**src/rtl/sfr_bank_param.sv**
```systemverilog
// Parametrised special-function-register bank.
// Independent write and read request paths, each answered by a registered
// one-cycle response. Registers are RW, RO (live hardware value) or W1C
// (hardware-set, software-clear). The interrupt output is the registered
// OR-reduction of status AND mask.
module sfr_bank_param #(
    parameter int                          DATA_W     = 32,
    parameter int                          ADDR_W     = 32,
    parameter int                          NUM_REGS   = 4,
    // Access code per register, index 0 in the LSBs: 0=RW, 1=RO, 2=W1C.
    // Register 1 holds interrupt status (W1C); register 2 holds the mask (RW).
    parameter logic [2*NUM_REGS-1:0]       ACCESS     = {2'd0, 2'd0, 2'd2, 2'd0},
    parameter logic [DATA_W*NUM_REGS-1:0]  RESET_VALS = {32'h0, 32'h1, 32'h0, 32'h5},
    parameter int                          STS_IDX    = 1,
    parameter int                          MSK_IDX    = 2
) (
    input  logic                         clk,
    input  logic                         reset_n,
    input  logic                         i_wr_en,
    input  logic [ADDR_W-1:0]            i_waddr,
    input  logic [DATA_W-1:0]            i_wdata,
    input  logic [DATA_W/8-1:0]          i_wstrobe,
    output logic                         o_wready,
    output logic                         o_werr,
    input  logic                         i_rd_en,
    input  logic [ADDR_W-1:0]            i_raddr,
    output logic [DATA_W-1:0]            o_rdata,
    output logic                         o_rvalid,
    output logic                         o_rerr,
    input  logic [DATA_W*NUM_REGS-1:0]   i_hw_set,
    input  logic [DATA_W*NUM_REGS-1:0]   i_hw_status,
    output logic [DATA_W*NUM_REGS-1:0]   o_regs,
    output logic                         o_irq
);

    localparam int         BYTES   = DATA_W / 8;
    localparam int         OFF_W   = $clog2(BYTES);
    localparam logic [1:0] ACC_RW  = 2'd0;
    localparam logic [1:0] ACC_W1C = 2'd2;

    // Register index addressed by a byte address.
    function automatic logic [ADDR_W-1:0] index_of(input logic [ADDR_W-1:0] addr);
        return addr >> OFF_W;
    endfunction

    // Word-aligned and inside the bank; anything beyond NUM_REGS is an error, never aliased.
    function automatic logic addr_legal(input logic [ADDR_W-1:0] addr);
        return (addr[OFF_W-1:0] == '0) && (index_of(addr) < ADDR_W'(NUM_REGS));
    endfunction

    // Expand byte strobes into a bit mask.
    function automatic logic [DATA_W-1:0] lane_mask(input logic [BYTES-1:0] strobe);
        logic [DATA_W-1:0] m;
        m = '0;
        for (int k = 0; k < BYTES; k++) begin
            m[8*k +: 8] = {8{strobe[k]}};
        end
        return m;
    endfunction

    // RW and W1C registers hold flops; every other code reads live hardware status.
    function automatic logic is_stored(input int idx);
        return (ACCESS[2*idx +: 2] == ACC_RW) || (ACCESS[2*idx +: 2] == ACC_W1C);
    endfunction

    logic [DATA_W-1:0] regs_q [NUM_REGS];
    logic [DATA_W-1:0] regs_d [NUM_REGS];
    logic [DATA_W-1:0] wmask;
    logic [DATA_W-1:0] rdata_d;
    logic              wr_ok;
    logic              rd_ok;
    logic              wready_q;
    logic              werr_q;
    logic              rvalid_q;
    logic              rerr_q;
    logic [DATA_W-1:0] rdata_q;
    logic              irq_q;

    // Slices of the hardware inputs that belong to other access types are intentionally ignored.
    logic unused_hw;
    assign unused_hw = ^{i_hw_set, i_hw_status};

    assign wr_ok = i_wr_en && addr_legal(i_waddr);
    assign rd_ok = i_rd_en && addr_legal(i_raddr);
    assign wmask = lane_mask(i_wstrobe);

    // Next register state: strobed RW merge, W1C clear with hardware set taking priority.
    always_comb begin
        for (int i = 0; i < NUM_REGS; i++) begin
            regs_d[i] = regs_q[i];
            if (ACCESS[2*i +: 2] == ACC_RW) begin
                if (wr_ok && (index_of(i_waddr) == ADDR_W'(i))) begin
                    regs_d[i] = (regs_q[i] & ~wmask) | (i_wdata & wmask);
                end
            end else if (ACCESS[2*i +: 2] == ACC_W1C) begin
                regs_d[i] = (regs_q[i]
                             & ~((wr_ok && (index_of(i_waddr) == ADDR_W'(i))) ? (i_wdata & wmask) : '0))
                            | i_hw_set[i*DATA_W +: DATA_W];
            end else begin
                regs_d[i] = '0;
            end
        end
    end

    // Read mux on the pre-write state; illegal addresses return zero.
    always_comb begin
        rdata_d = '0;
        if (rd_ok) begin
            for (int i = 0; i < NUM_REGS; i++) begin
                if (index_of(i_raddr) == ADDR_W'(i)) begin
                    rdata_d = is_stored(i) ? regs_q[i] : i_hw_status[i*DATA_W +: DATA_W];
                end
            end
        end
    end

    // Register storage, loaded with per-register reset values.
    always_ff @(posedge clk or negedge reset_n) begin
        if (!reset_n) begin
            for (int i = 0; i < NUM_REGS; i++) begin
                regs_q[i] <= is_stored(i) ? RESET_VALS[i*DATA_W +: DATA_W] : '0;
            end
        end else begin
            for (int i = 0; i < NUM_REGS; i++) begin
                regs_q[i] <= regs_d[i];
            end
        end
    end

    // Write and read response pulses; read data holds between responses.
    always_ff @(posedge clk or negedge reset_n) begin
        if (!reset_n) begin
            wready_q <= 1'b0;
            werr_q   <= 1'b0;
            rvalid_q <= 1'b0;
            rerr_q   <= 1'b0;
            rdata_q  <= '0;
        end else begin
            wready_q <= i_wr_en;
            werr_q   <= i_wr_en && !addr_legal(i_waddr);
            rvalid_q <= i_rd_en;
            rerr_q   <= i_rd_en && !addr_legal(i_raddr);
            if (i_rd_en) begin
                rdata_q <= rdata_d;
            end
        end
    end

    // Interrupt follows the stored status and mask one cycle later.
    always_ff @(posedge clk or negedge reset_n) begin
        if (!reset_n) begin
            irq_q <= 1'b0;
        end else begin
            irq_q <= |(regs_q[STS_IDX] & regs_q[MSK_IDX]);
        end
    end

    // Flatten stored contents; RO slots have no storage and read as zero here.
    always_comb begin
        o_regs = '0;
        for (int i = 0; i < NUM_REGS; i++) begin
            o_regs[i*DATA_W +: DATA_W] = regs_q[i];
        end
    end

    assign o_wready = wready_q;
    assign o_werr   = werr_q;
    assign o_rvalid = rvalid_q;
    assign o_rerr   = rerr_q;
    assign o_rdata  = rdata_q;
    assign o_irq    = irq_q;

endmodule
```
**config.mk**
```make
export PLATFORM = sky130hd
export DESIGN_NAME = sfr_bank_param
export DESIGN_NICKNAME = d
export VERILOG_FILES = /design/src/rtl/sfr_bank_param.sv
export SDC_FILE = /design/constraint.sdc
export NUM_CORES = 1
export LEC_CHECK = 0
export ABC_AREA = 1
export ABC_CLOCK_PERIOD_IN_PS = 900
export BUFFER_PORTS_ARGS = -buffer_cell sky130_fd_sc_hd__clkbuf_2
export CORE_AREA = 2 2 202 204
export CTS_BUF_LIST = sky130_fd_sc_hd__clkbuf_2
export CTS_CLUSTER_SIZE = 8
export DETAILED_ROUTE_END_ITERATION = 8
export DIE_AREA = 0 0 204 206
export REMOVE_ABC_BUFFERS = 1
export SETUP_SLACK_MARGIN = 0.02
export SLEW_MARGIN = 40
export SYNTH_ARGS = -nofsm -noshare
export SYNTH_HDL_FRONTEND = slang
export SYNTH_SLANG_ARGS = --single-unit
export TNS_END_PERCENT = 10
```
**constraint.sdc**
```tcl
create_clock -name clk -period 0.9 [get_ports clk]
set_input_delay 0.09 -clock clk [delete_from_list [all_inputs] [get_ports clk]]
set_output_delay 0.09 -clock clk [all_outputs]
set_load 0.005 [all_outputs]
```
==> results of run 1 <==
power by group through the flow:
stage	clock (uW)	sequential, uW	combinational, uW
floorplan	0	7570	137
global route	5270	7450	1680
detailed placement	0	7570	1050
CTS	4980	7450	1510
global placement	0	7570	1040
finish	4820	7450	1530
through the flow:
step                      hold slack (ns)  cell area (um2)   util  setup WS [ns]
final                              -0.128            14100  0.352         -0.865
after detailed placement           0.0465            11500  0.286         -0.747
after global routing               -0.248            14100  0.352          -1.07
after floorplan                    -0.206             7950      -          -3.40
after global placement             0.0410            11500  0.286         -0.760
after CTS                          -0.171            13700  0.340         -0.992
routing by layer:
metal  GRT usage  vias to the layer above
met5      0.0119                        -
met4      0.0432                        2
met3      0.0430                       39
met2       0.280                      524
met1       0.233                     4738
li1            -                     4732
worst max-delay path, stage by stage (launching register included):
cell and delay, ns:
sky130_fd_sc_hd__dfstp_2 0.60, sky130_fd_sc_hd__buf_6 0.10, sky130_fd_sc_hd__buf_6 0.10, sky130_fd_sc_hd__buf_6 0.09
worst paths after layout:
check                           slack [ns]  cells after the start   startpoint           to
worst max-delay path                 -0.87                      3     register   o_regs[64]
worst min-delay path                 -0.13                      8   i_waddr[4]     register
worst max register to register       -0.69                      7   o_regs[61]        o_irq
worst min register to register        0.52                      2  o_rdata[15]  o_rdata[15]
max in group asynchronous             0.10                      4      reset_n   o_regs[55]
min in group asynchronous             0.25                      3      reset_n   o_rdata[1]
layout make-up:
type                    count  area [um2]  share of cell area
flip-flops and latches    165        4130               0.293
multi-input cells         809        3700               0.262
clock inverters            15         201              0.0143
well taps                 532         666              0.0471
repair buffers            639        5130               0.363
inverters                  54         203              0.0143
clock buffers              17        85.1             0.00602
diodes                      3        7.51            0.000531
logic make-up after synthesis:
family                 share of synthesized area
AND/OR/NAND/NOR                            0.413
AO/OA/AOI/OAI                             0.0222
buffers and inverters                     0.0665
flip-flops                                 0.498
synthesized netlist by cell type (9+ instances only):
library cell,count
sky130_fd_sc_hd__nand2_1,409
sky130_fd_sc_hd__nand3_1,199
sky130_fd_sc_hd__dfrtp_1,162
sky130_fd_sc_hd__nor2_1,100
sky130_fd_sc_hd__inv_1,53
sky130_fd_sc_hd__nand4_1,40
sky130_fd_sc_hd__o21ai_0,32
sky130_fd_sc_hd__clkbuf_1,31
sky130_fd_sc_hd__buf_2,18
sky130_fd_sc_hd__nand2_4,13
sky130_fd_sc_hd__buf_8,9
timing repair:
item | in CTS | in global routing
hold buffers | 139 | 3
pin swaps | 13 | 16
resized for setup | 77 | 72
setup buffers | 27 | 24
hold endpoints to repair | 329 | 54
setup endpoints to repair | 201 | 285
==> results_dict.tcl, run 1 <==
set metrics [dict create \
    status "complete, but fails checks" \
    violated_checks "negative hold slack, negative setup slack" \
    finClkSkew_ns 0.0277 \
    max_slew.worst_pin.slew_ns 0.538 \
    flow.area_growth_from_synthesis_pct 70.3 \
    min_path_type "in2reg" \
    power_frac_comb 0.111 \
    cts_tree "yes" \
    grt_first_pass_wirelength_mm 55.3 \
    yosysTopAreaCell "sky130_fd_sc_hd__dfrtp_1" \
    count_of_tritonroute_iterations_in_the_first_routing_pass 5 \
    synth_area_um2 8300 \
    synth_cells 1087 \
    dpl.cell_count 2006 \
    avgSynthCellArea_um2 7.63 \
    std_cell_rows 74 \
    routed_wl_mm 37.4 \
    seq_area_frac_synth 0.498 \
    period_minus_slack_ns 1.77 \
    gp_congestion 0.863 \
    die_w_um 204 \
    leakagePower_uw 0.00776 \
    clk_latency_ns 0.78 \
    grt_antenna_before_repair 1 \
    top_layer_used "met5" \
    synth_top_area_share 0.488 \
    worstSetupStartpointType "register" \
    rsz0062_at_grt "yes" \
    timing.final.ws_setup_ns -0.865 \
    coreArea_um2 40200 \
    drt-wirelength-per-cell_um 16.7 \
    cts_sinks 165 \
    cap_viol_max_count 0 \
    initial_core_utilization 0.207 \
    die-area_um2 42000 \
    power_uw 13800 \
    ys_top_cells_by_area "sky130_fd_sc_hd__dfrtp_1 (49%), sky130_fd_sc_hd__nand2_1 (18%), sky130_fd_sc_hd__nand3_1 (12%)" \
    drc_violation_total_after_the_first_tritonroute_iteration 629 \
    layout_commonest_cell "sky130_fd_sc_hd__nand2_1" \
    grt_start_max_net_pins 77 \
    timing.max_slew.rel_slack 0.641 \
    yosys_warnings 0 \
    synth_seq_cells 165 \
    stdcell_count 2234 \
    synth-edff-count 0 \
    drtAntennaViolNets 0 \
    vias_per_cell 4.49 \
    place_hpwl_mm 26.3 \
    cellPowerDensity_nw_per_um2 976 \
    remaining_routing_drc_violations 0 \
    power_frac_seq 0.540 \
    timing.critical_path.fanout_max 2 \
    number_of_slew_limit_violations_in_the_final_report 0 \
    postSynth.asyncResetShare 1.00 \
    worst-endpoint-required_ns 0.81 \
    num-fill-cells 4181 \
    die_height_um 206 \
    final_setup_viols 299 \
    timing_hold_violations_final 10 \
    globalRouteTotalUtil 0.174 \
    clk_root_buffer_cell "sky130_fd_sc_hd__clkbuf_2" \
    synth-main-ff-cell "sky130_fd_sc_hd__dfrtp_1" \
    max-clock-path-buffers 2 \
    p_switching_uw 3680 \
    placement.io_buffers 300 \
    finalCritPeriodShare 1.96 \
    path_class "reg2out" \
    clkSlewWorstSetupHoldPaths_ns 0.26 \
    boundaryPins 525 \
    netlist-cell-type-count 23 \
    routed-wl-met3_mm 3.29 \
    via_count_of_the_first_global_routing_pass 9646 \
    cts_inserted_buffers 17 \
    wl_met1_mm 16.4 \
    hold_ws_ns -0.128 \
    grt-ovfl-total 0 \
    cts.htree.levels 4 \
    power_switching_share 0.267 \
    final_cell_mix "sky130_fd_sc_hd__nand2_1 (406), sky130_fd_sc_hd__clkbuf_2 (292), sky130_fd_sc_hd__nand3_1 (196), sky130_fd_sc_hd__dfrtp_1 (161), sky130_fd_sc_hd__dlygate4sd3_1 (137)" \
    setup_total_negative_slack_ns -111.95 \
    max_clock_freq_ghz 0.566 \
    layout.nets 2046 \
    worst_setup_path_end_kind "output pin" \
    arrival_ns 1.68 \
    clock_power_share 0.349 \
    drive_above_1_share 0.335 \
    p_int_uw 10100 \
    wl_met2_mm 17.2 \
    via_count 10035 \
    power.ir.vdd_worst_mv 0.718 \
]
No activity file was read; power rests on OpenSTA's default activity.
==> run 2: changes to the inputs <==
--- a/config.mk
+++ b/config.mk
@@ -5,14 +5,13 @@
 export SDC_FILE = /design/constraint.sdc
 export NUM_CORES = 1
 export LEC_CHECK = 0
-export ABC_AREA = 1
 export ABC_CLOCK_PERIOD_IN_PS = 900
 export BUFFER_PORTS_ARGS = -buffer_cell sky130_fd_sc_hd__clkbuf_2
-export CORE_AREA = 2 2 202 204
+export CORE_AREA = 2 2 207 209
 export CTS_BUF_LIST = sky130_fd_sc_hd__clkbuf_2
 export CTS_CLUSTER_SIZE = 8
 export DETAILED_ROUTE_END_ITERATION = 8
-export DIE_AREA = 0 0 204 206
+export DIE_AREA = 0 0 209 211
 export REMOVE_ABC_BUFFERS = 1
 export SETUP_SLACK_MARGIN = 0.02
 export SLEW_MARGIN = 40
==> run 2 against run 1 <==
The run still ends with negative hold slack, negative setup slack left. Total power decreased by 0.44%. Die area increased by 4.9%. Worst hold slack got worse by 0.020 ns. Highest routed layer unchanged. Area after synthesis decreased by 6.7%. Sequential share of layout area decreased by 1.0 points. Clock skew increased by 0.036 ns.
==> results_dict.tcl, run 2 <==
set metrics [dict create \
    status "complete, but fails checks" \
    violated_checks "negative hold slack, negative setup slack" \
    timing_hold_violations_final 29 \
    drt-wirelength-per-cell_um 19.6 \
    finClkSkew_ns 0.0637 \
    clkSlewWorstSetupHoldPaths_ns 0.30 \
    grt_start_max_net_pins 42 \
    worstSetupStartpointType "register" \
    clk_latency_ns 0.83 \
    synth-edff-count 0 \
    timing.final.ws_setup_ns -0.839 \
    layout.cell_area.non_filler_um2 14600 \
    routed_wl_mm 35.2 \
    rsz0062_at_grt "yes" \
    std_cell_rows 75 \
    synth_top_area_share 0.523 \
    die_height_um 211 \
    via_count 7776 \
    cp_slowest_stage_delay_ns 0.52 \
    timing.critical_path.buf_inv 2 \
    die_w_um 209 \
    timing.max_slew.rel_slack 0.643 \
    path_class "reg2reg" \
    flow.area_growth_from_synthesis_pct 89.1 \
    final_cell_mix "sky130_fd_sc_hd__clkbuf_2 (284), sky130_fd_sc_hd__buf_6 (177), sky130_fd_sc_hd__dfrtp_1 (159), sky130_fd_sc_hd__dlygate4sd3_1 (144), sky130_fd_sc_hd__buf_4 (90)" \
    die-area_um2 44100 \
    max_clock_freq_ghz 0.575 \
    initial_core_utilization 0.185 \
    placement.io_buffers 300 \
    avgSynthCellArea_um2 14.0 \
    gp_congestion 0.831 \
    synth_area_um2 7750 \
    min_path_type "in2reg" \
    vias_per_cell 4.33 \
    layout.nets 1602 \
    timing.critical_path.mode_cell "sky130_fd_sc_hd__buf_4" \
    grt_antenna_before_repair 3 \
    hold_ws_ns -0.148 \
    timing.critical_path.fanout_max 2 \
    grt-ovfl-total 0 \
    count_of_tritonroute_iterations_in_the_first_routing_pass 4 \
    post-synth-top-count-cell "sky130_fd_sc_hd__dfrtp_1" \
    cts_inserted_buffers 17 \
    worst-endpoint-required_ns 1.64 \
    postLayoutCoreUtil 0.351 \
    max_slew.worst_pin.slew_ns 0.535 \
    placedInstanceArea_um2 11500 \
    period_minus_slack_ns 1.74 \
    cp_max_stage_cell "sky130_fd_sc_hd__or4_1" \
    cell_by_cell_trace_of_the_critical_path "buf_4, a22oi_2, buf_4, nand4_1, or4_1" \
    yosys_warnings 0 \
    max-clock-path-buffers 2 \
    finalCritPeriodShare 1.93 \
    number_of_slew_limit_violations_in_the_final_report 0 \
    clk_root_buffer_cell "sky130_fd_sc_hd__clkbuf_2" \
    coreArea_um2 41800 \
    synth_seq_cells 165 \
    postSynth.asyncResetShare 1.00 \
    worst_setup_path_end_kind "register" \
    leakagePower_uw 0.00704 \
    cts_sinks 165 \
    power.ir.vdd_worst_mv 1.26 \
    via_count_of_the_first_global_routing_pass 8381 \
    cts_tree "yes" \
    seq_area_frac_synth 0.534 \
    dp_slack_ns -1.12 \
    cts.htree.levels 4 \
    final_setup_viols 299 \
    globalRouteTotalUtil 0.159 \
    cellPowerDensity_nw_per_um2 937 \
    arrival_ns 2.48 \
    layout_commonest_cell "sky130_fd_sc_hd__clkbuf_2" \
    remaining_routing_drc_violations 0 \
    critical_path.top_delay_family "simple AND/OR/NAND/NOR gates" \
    synth-main-ff-cell "sky130_fd_sc_hd__dfrtp_1" \
    netlist-cell-type-count 23 \
    ys_top_cells_by_area "sky130_fd_sc_hd__dfrtp_1 (52%), sky130_fd_sc_hd__mux2_2 (14%), sky130_fd_sc_hd__mux4_2 (9.3%)" \
    yosysTopAreaCell "sky130_fd_sc_hd__dfrtp_1" \
    grt_first_pass_wirelength_mm 51.9 \
    drive_above_1_share 0.629 \
    synth_common_cells "sky130_fd_sc_hd__dfrtp_1 (162), sky130_fd_sc_hd__mux2_2 (96), sky130_fd_sc_hd__nand2_1 (37)" \
    cap_viol_max_count 0 \
    synth_cells 553 \
    drtAntennaViolNets 0 \
    drc_violation_total_after_the_first_tritonroute_iteration 425 \
    boundaryPins 525 \
    place_hpwl_mm 25.6 \
]
[run 2: changes by cell type in the layout (fill, tap and decap cells not counted), sizes merged, moves of 33 or more]
cell and change:
inv -49, mux2 +96, buf +66, nand2 -385
nand2b +33, nand3 -199, nor2b +33, nor2 -103
[run 2: cells by family (layout without fill, tap and decap cells)]
kind of cell	count (synthesis)	after routing	share of synthesized area
AO/OA/AOI/OAI	81	81	0.0837
multiplexers	128	128	0.233
AND/OR/NAND/NOR	146	146	0.130
other	0	3	0
buffers and inverters	33	735	0.0199
flip-flops	165	165	0.534
[run 2: path summary, 6_finish.rpt]
kind / start / endpoint / slack [ns] / cells past startpoint
worst max-delay path: register / o_irq / -0.84 / 5
worst min-delay path: i_raddr[16] / o_rerr / -0.15 / 6
worst max register to register: register / o_irq / -0.84 / 5
worst min register to register: o_rdata[31] / o_rdata[31] / 0.63 / 2
max in group asynchronous: reset_n / o_rdata[26] / 0.12 / 4
min in group asynchronous: reset_n / o_rdata[18] / 0.21 / 3
[run 2: layer usage]
metal  up-vias  GRT usage  share of wire
met4         2     0.0389          0.016
met1      3846      0.218           0.46
met2       385      0.247           0.45
li1       3504          -              -
met3        39     0.0456          0.077
met5         -          0        0.00037
[run 2: layout make-up]
| cell class | count | area [um2] |
|---|---|---|
| Clock inverter | 15 | 179 |
| Sequential cell | 165 | 4140 |
| Fill cell | 4047 | 27100 |
| Multi-Input combinational cell | 355 | 3710 |
| Tap cell | 539 | 674 |
| Clock buffer | 17 | 85.1 |
| Timing Repair Buffer | 703 | 5860 |
| Antenna cell | 3 | 7.51 |
[run 2: repair_timing]
action                     4_1_cts  5_1_grt
setup endpoints to repair      300      326
hold endpoints to repair       329       63
pin swaps                       39        9
gates resized for setup        165       82
buffers inserted                34       14
hold buffers                   146        1
[run 2: power by group]
part	switching [uW]	internal, uW	total (uW)
clock	3320	1210	4530
combinational	792	955	1750
sequential	2.63	7450	7450
[run 2: worst register-to-register path: stages, from the launching register on]
cell,delay [ns]
sky130_fd_sc_hd__dfrtp_1,0.47
sky130_fd_sc_hd__buf_4,0.15
sky130_fd_sc_hd__a22oi_2,0.25
sky130_fd_sc_hd__buf_4,0.15
sky130_fd_sc_hd__nand4_1,0.11
sky130_fd_sc_hd__or4_1,0.52
[run 2: metrics by stage]
step,power (uW),std cells,TNS [ns]
floorplan,7820,520,-339.05
global placement,8740,1567,-145.53
detailed placement,8750,1567,-143.98
CTS,13900,1779,-164.41
global route,14400,1797,-164.63
finish,13700,1797,-136.82
==> run 3: changes to the inputs <==
--- a/config.mk
+++ b/config.mk
@@ -5,13 +5,13 @@
 export SDC_FILE = /design/constraint.sdc
 export NUM_CORES = 1
 export LEC_CHECK = 0
+export ABC_AREA = 1
 export ABC_CLOCK_PERIOD_IN_PS = 900
 export BUFFER_PORTS_ARGS = -buffer_cell sky130_fd_sc_hd__clkbuf_2
-export CORE_AREA = 2 2 207 209
-export CTS_BUF_LIST = sky130_fd_sc_hd__clkbuf_2
+export CORE_AREA = 2 2 202 204
 export CTS_CLUSTER_SIZE = 8
 export DETAILED_ROUTE_END_ITERATION = 8
-export DIE_AREA = 0 0 209 211
+export DIE_AREA = 0 0 204 206
 export REMOVE_ABC_BUFFERS = 1
 export SETUP_SLACK_MARGIN = 0.02
 export SLEW_MARGIN = 40
==> run 3 against run 2 <==
Flip-flop and latch count stayed put. Largest cell class unchanged. The flow finishes with violations (negative setup slack). Global-route usage increased by 1.2 points. Clock skew down 0.052 ns. Critical path type unchanged. Clock power is 79% higher. Worst setup slack better by 0.37 ns. Sequential share of layout area rose by 0.51 points.
==> results_dict.tcl, run 3 (synthesized netlist as in run 1, its figures left out) <==
set metrics [dict create \
    drtAntennaViolNets 0 \
    boundaryPins 525 \
    finalCritPeriodShare 1.52 \
    dp_slack_ns -0.747 \
    coreArea_um2 40200 \
    drc_violation_total_after_the_first_tritonroute_iteration 716 \
    gp_congestion 0.863 \
    layout.nets 1970 \
    routed_wl_mm 40.1 \
    timing_hold_violations_final 0 \
    initial_core_utilization 0.207 \
    cp_slowest_stage_delay_ns 0.40 \
    cts.htree.levels 4 \
    worstSetupStartpointType "register" \
    power.ir.vdd_worst_mv 1.21 \
    via_count 9889 \
    cp_max_stage_cell "sky130_fd_sc_hd__dfrtp_1" \
    number_of_slew_limit_violations_in_the_final_report 0 \
    clk_root_buffer_cell "sky130_fd_sc_hd__clkbuf_16" \
    arrival_ns 1.68 \
    timing.final.ws_setup_ns -0.466 \
    layout_commonest_cell "sky130_fd_sc_hd__nand2_1" \
    violated_checks "negative setup slack" \
    drt-wirelength-per-cell_um 18.6 \
    count_of_tritonroute_iterations_in_the_first_routing_pass 6 \
    cts_inserted_buffers 17 \
    min_path_type "in2reg" \
    rsz0062_at_grt "yes" \
    placement.io_buffers 300 \
    globalRouteTotalUtil 0.171 \
    num-fill-cells 4112 \
    cts_sinks 165 \
    grt_antenna_before_repair 0 \
    max_slew.worst_pin.slew_ns 0.433 \
    final_setup_viols 326 \
    worst-endpoint-required_ns 1.21 \
    worst_setup_path_end_kind "register" \
    final_cell_mix "sky130_fd_sc_hd__nand2_1 (368), sky130_fd_sc_hd__clkbuf_2 (271), sky130_fd_sc_hd__nand3_1 (186), sky130_fd_sc_hd__dfrtp_1 (160), sky130_fd_sc_hd__buf_6 (112)" \
    die-area_um2 42000 \
    timing.critical_path.buf_inv 0 \
    die_height_um 206 \
    period_minus_slack_ns 1.37 \
    path_class "reg2reg" \
    timing.critical_path.fanout_max 2 \
    flow.area_growth_from_synthesis_pct 73.3 \
    dpl.cell_count 2006 \
    std_cell_rows 74 \
    remaining_routing_drc_violations 0 \
    finClkSkew_ns 0.0113 \
    grt_start_max_net_pins 77 \
    grt_first_pass_wirelength_mm 54.1 \
    via_count_of_the_first_global_routing_pass 9298 \
    max-clock-path-buffers 2 \
    power_uw 16900 \
    clkSlewWorstSetupHoldPaths_ns 0.07 \
    place_hpwl_mm 26.3 \
    timing.max_slew.rel_slack 0.712 \
    cts_tree "yes" \
    cap_viol_max_count 0 \
    drive_above_1_share 0.399 \
    vias_per_cell 4.59 \
    critical_path.top_delay_family "simple AND/OR/NAND/NOR gates" \
    num_antenna_cells 0 \
    cellPowerDensity_nw_per_um2 1180 \
    die_w_um 204 \
    clk_latency_ns 0.45 \
    grt-ovfl-total 0 \
    cell_by_cell_trace_of_the_critical_path "nand2_1, nand4_1, nor4_2, nand4_1" \
    leakagePower_uw 0.00760 \
    stdcell_count 2155 \
    max_clock_freq_ghz 0.732 \
    status "complete, but fails checks" \
    timing.critical_path.mode_cell "sky130_fd_sc_hd__nand4_1" \
]
==> run 3: changes by cell type in the layout (fill, tap and decap cells not counted), moves of 32 or more <==
| cell | change |
|---|---|
| sky130_fd_sc_hd__a31o_2 | -32 |
| sky130_fd_sc_hd__nand3_1 | +186 |
| sky130_fd_sc_hd__dlygate4sd3_1 | -77 |
| sky130_fd_sc_hd__nand2b_1 | -33 |
| sky130_fd_sc_hd__inv_1 | +52 |
| sky130_fd_sc_hd__mux2_2 | -78 |
| sky130_fd_sc_hd__nand2_1 | +334 |
| sky130_fd_sc_hd__nor2_1 | +71 |
| sky130_fd_sc_hd__nand4_1 | +32 |
| sky130_fd_sc_hd__buf_6 | -65 |
| sky130_fd_sc_hd__mux4_2 | -32 |
| sky130_fd_sc_hd__nor2b_1 | -33 |
==> run 3: per-stage QoR <==
step | hold slack (ns) | util | instance area [um2] | TNS (ns)
2_1_floorplan | -0.206 | - | 7950 | -177.91
3_3_place_gp | 0.0410 | 0.286 | 11500 | -112.48
3_5_place_dp | 0.0465 | 0.286 | 11500 | -112.13
4_1_cts | 0.0416 | 0.333 | 13400 | -68.79
5_1_grt | 0.0797 | 0.358 | 14400 | -89.33
6_report | 0.0687 | 0.358 | 14400 | -69.79
==> run 3: routing by layer <==
| metal | track usage | up-vias | part of all wire |
|---|---|---|---|
| li1 | - | 4585 | - |
| met1 | 0.229 | 4702 | 0.45 |
| met2 | 0.274 | 540 | 0.45 |
| met3 | 0.0363 | 60 | 0.086 |
| met4 | 0.0520 | 2 | 0.021 |
| met5 | 0.0119 | - | 0.0017 |
==> run 3: what timing repair did <==
item | CTS | global route
hold buffers | 67 | 0
endpoints found under the setup margin | 326 | 326
gates resized for setup | 118 | 154
cloned | 0 | 10
pin swaps | 7 | 31
hold endpoints to repair | 296 | 0
setup buffers | 30 | 10
==> run 3: worst reg2reg max path: cells and delay by family, from the launching register on <==
family	cells	cell delay [ns]
AND/OR/NAND/NOR	4	0.84
flip-flops	1	0.40
==> run 3: worst paths after layout <==
path	from	to	slack, ns	cells after the start
setup / recovery	register	o_irq	-0.47	4
hold / removal	i_wstrobe[0]	register	0.07	4
setup reg to reg	register	o_irq	-0.47	4
hold reg to reg	o_rdata[30]	o_rdata[30]	0.48	2
max in group asynchronous	reset_n	asynchronous set/reset pin	0.23	3
min in group asynchronous	reset_n	o_rdata[1]	0.13	2
==> run 3: area by class of cell <==
type	instances	area (um2)	area share
Clock inverter	14	198	0.0137
Inverter	54	203	0.0141
Tap cell	532	666	0.0463
Timing Repair Buffer	563	4670	0.325
Multi-Input combinational cell	809	4070	0.283
Clock buffer	18	439	0.0305
Sequential cell	165	4140	0.287
==> run 3: power by group <==
part	internal (uW)	total [uW]	switching, uW
sequential	7420	7420	2.96
combinational	629	1360	736
clock	4760	8120	3360
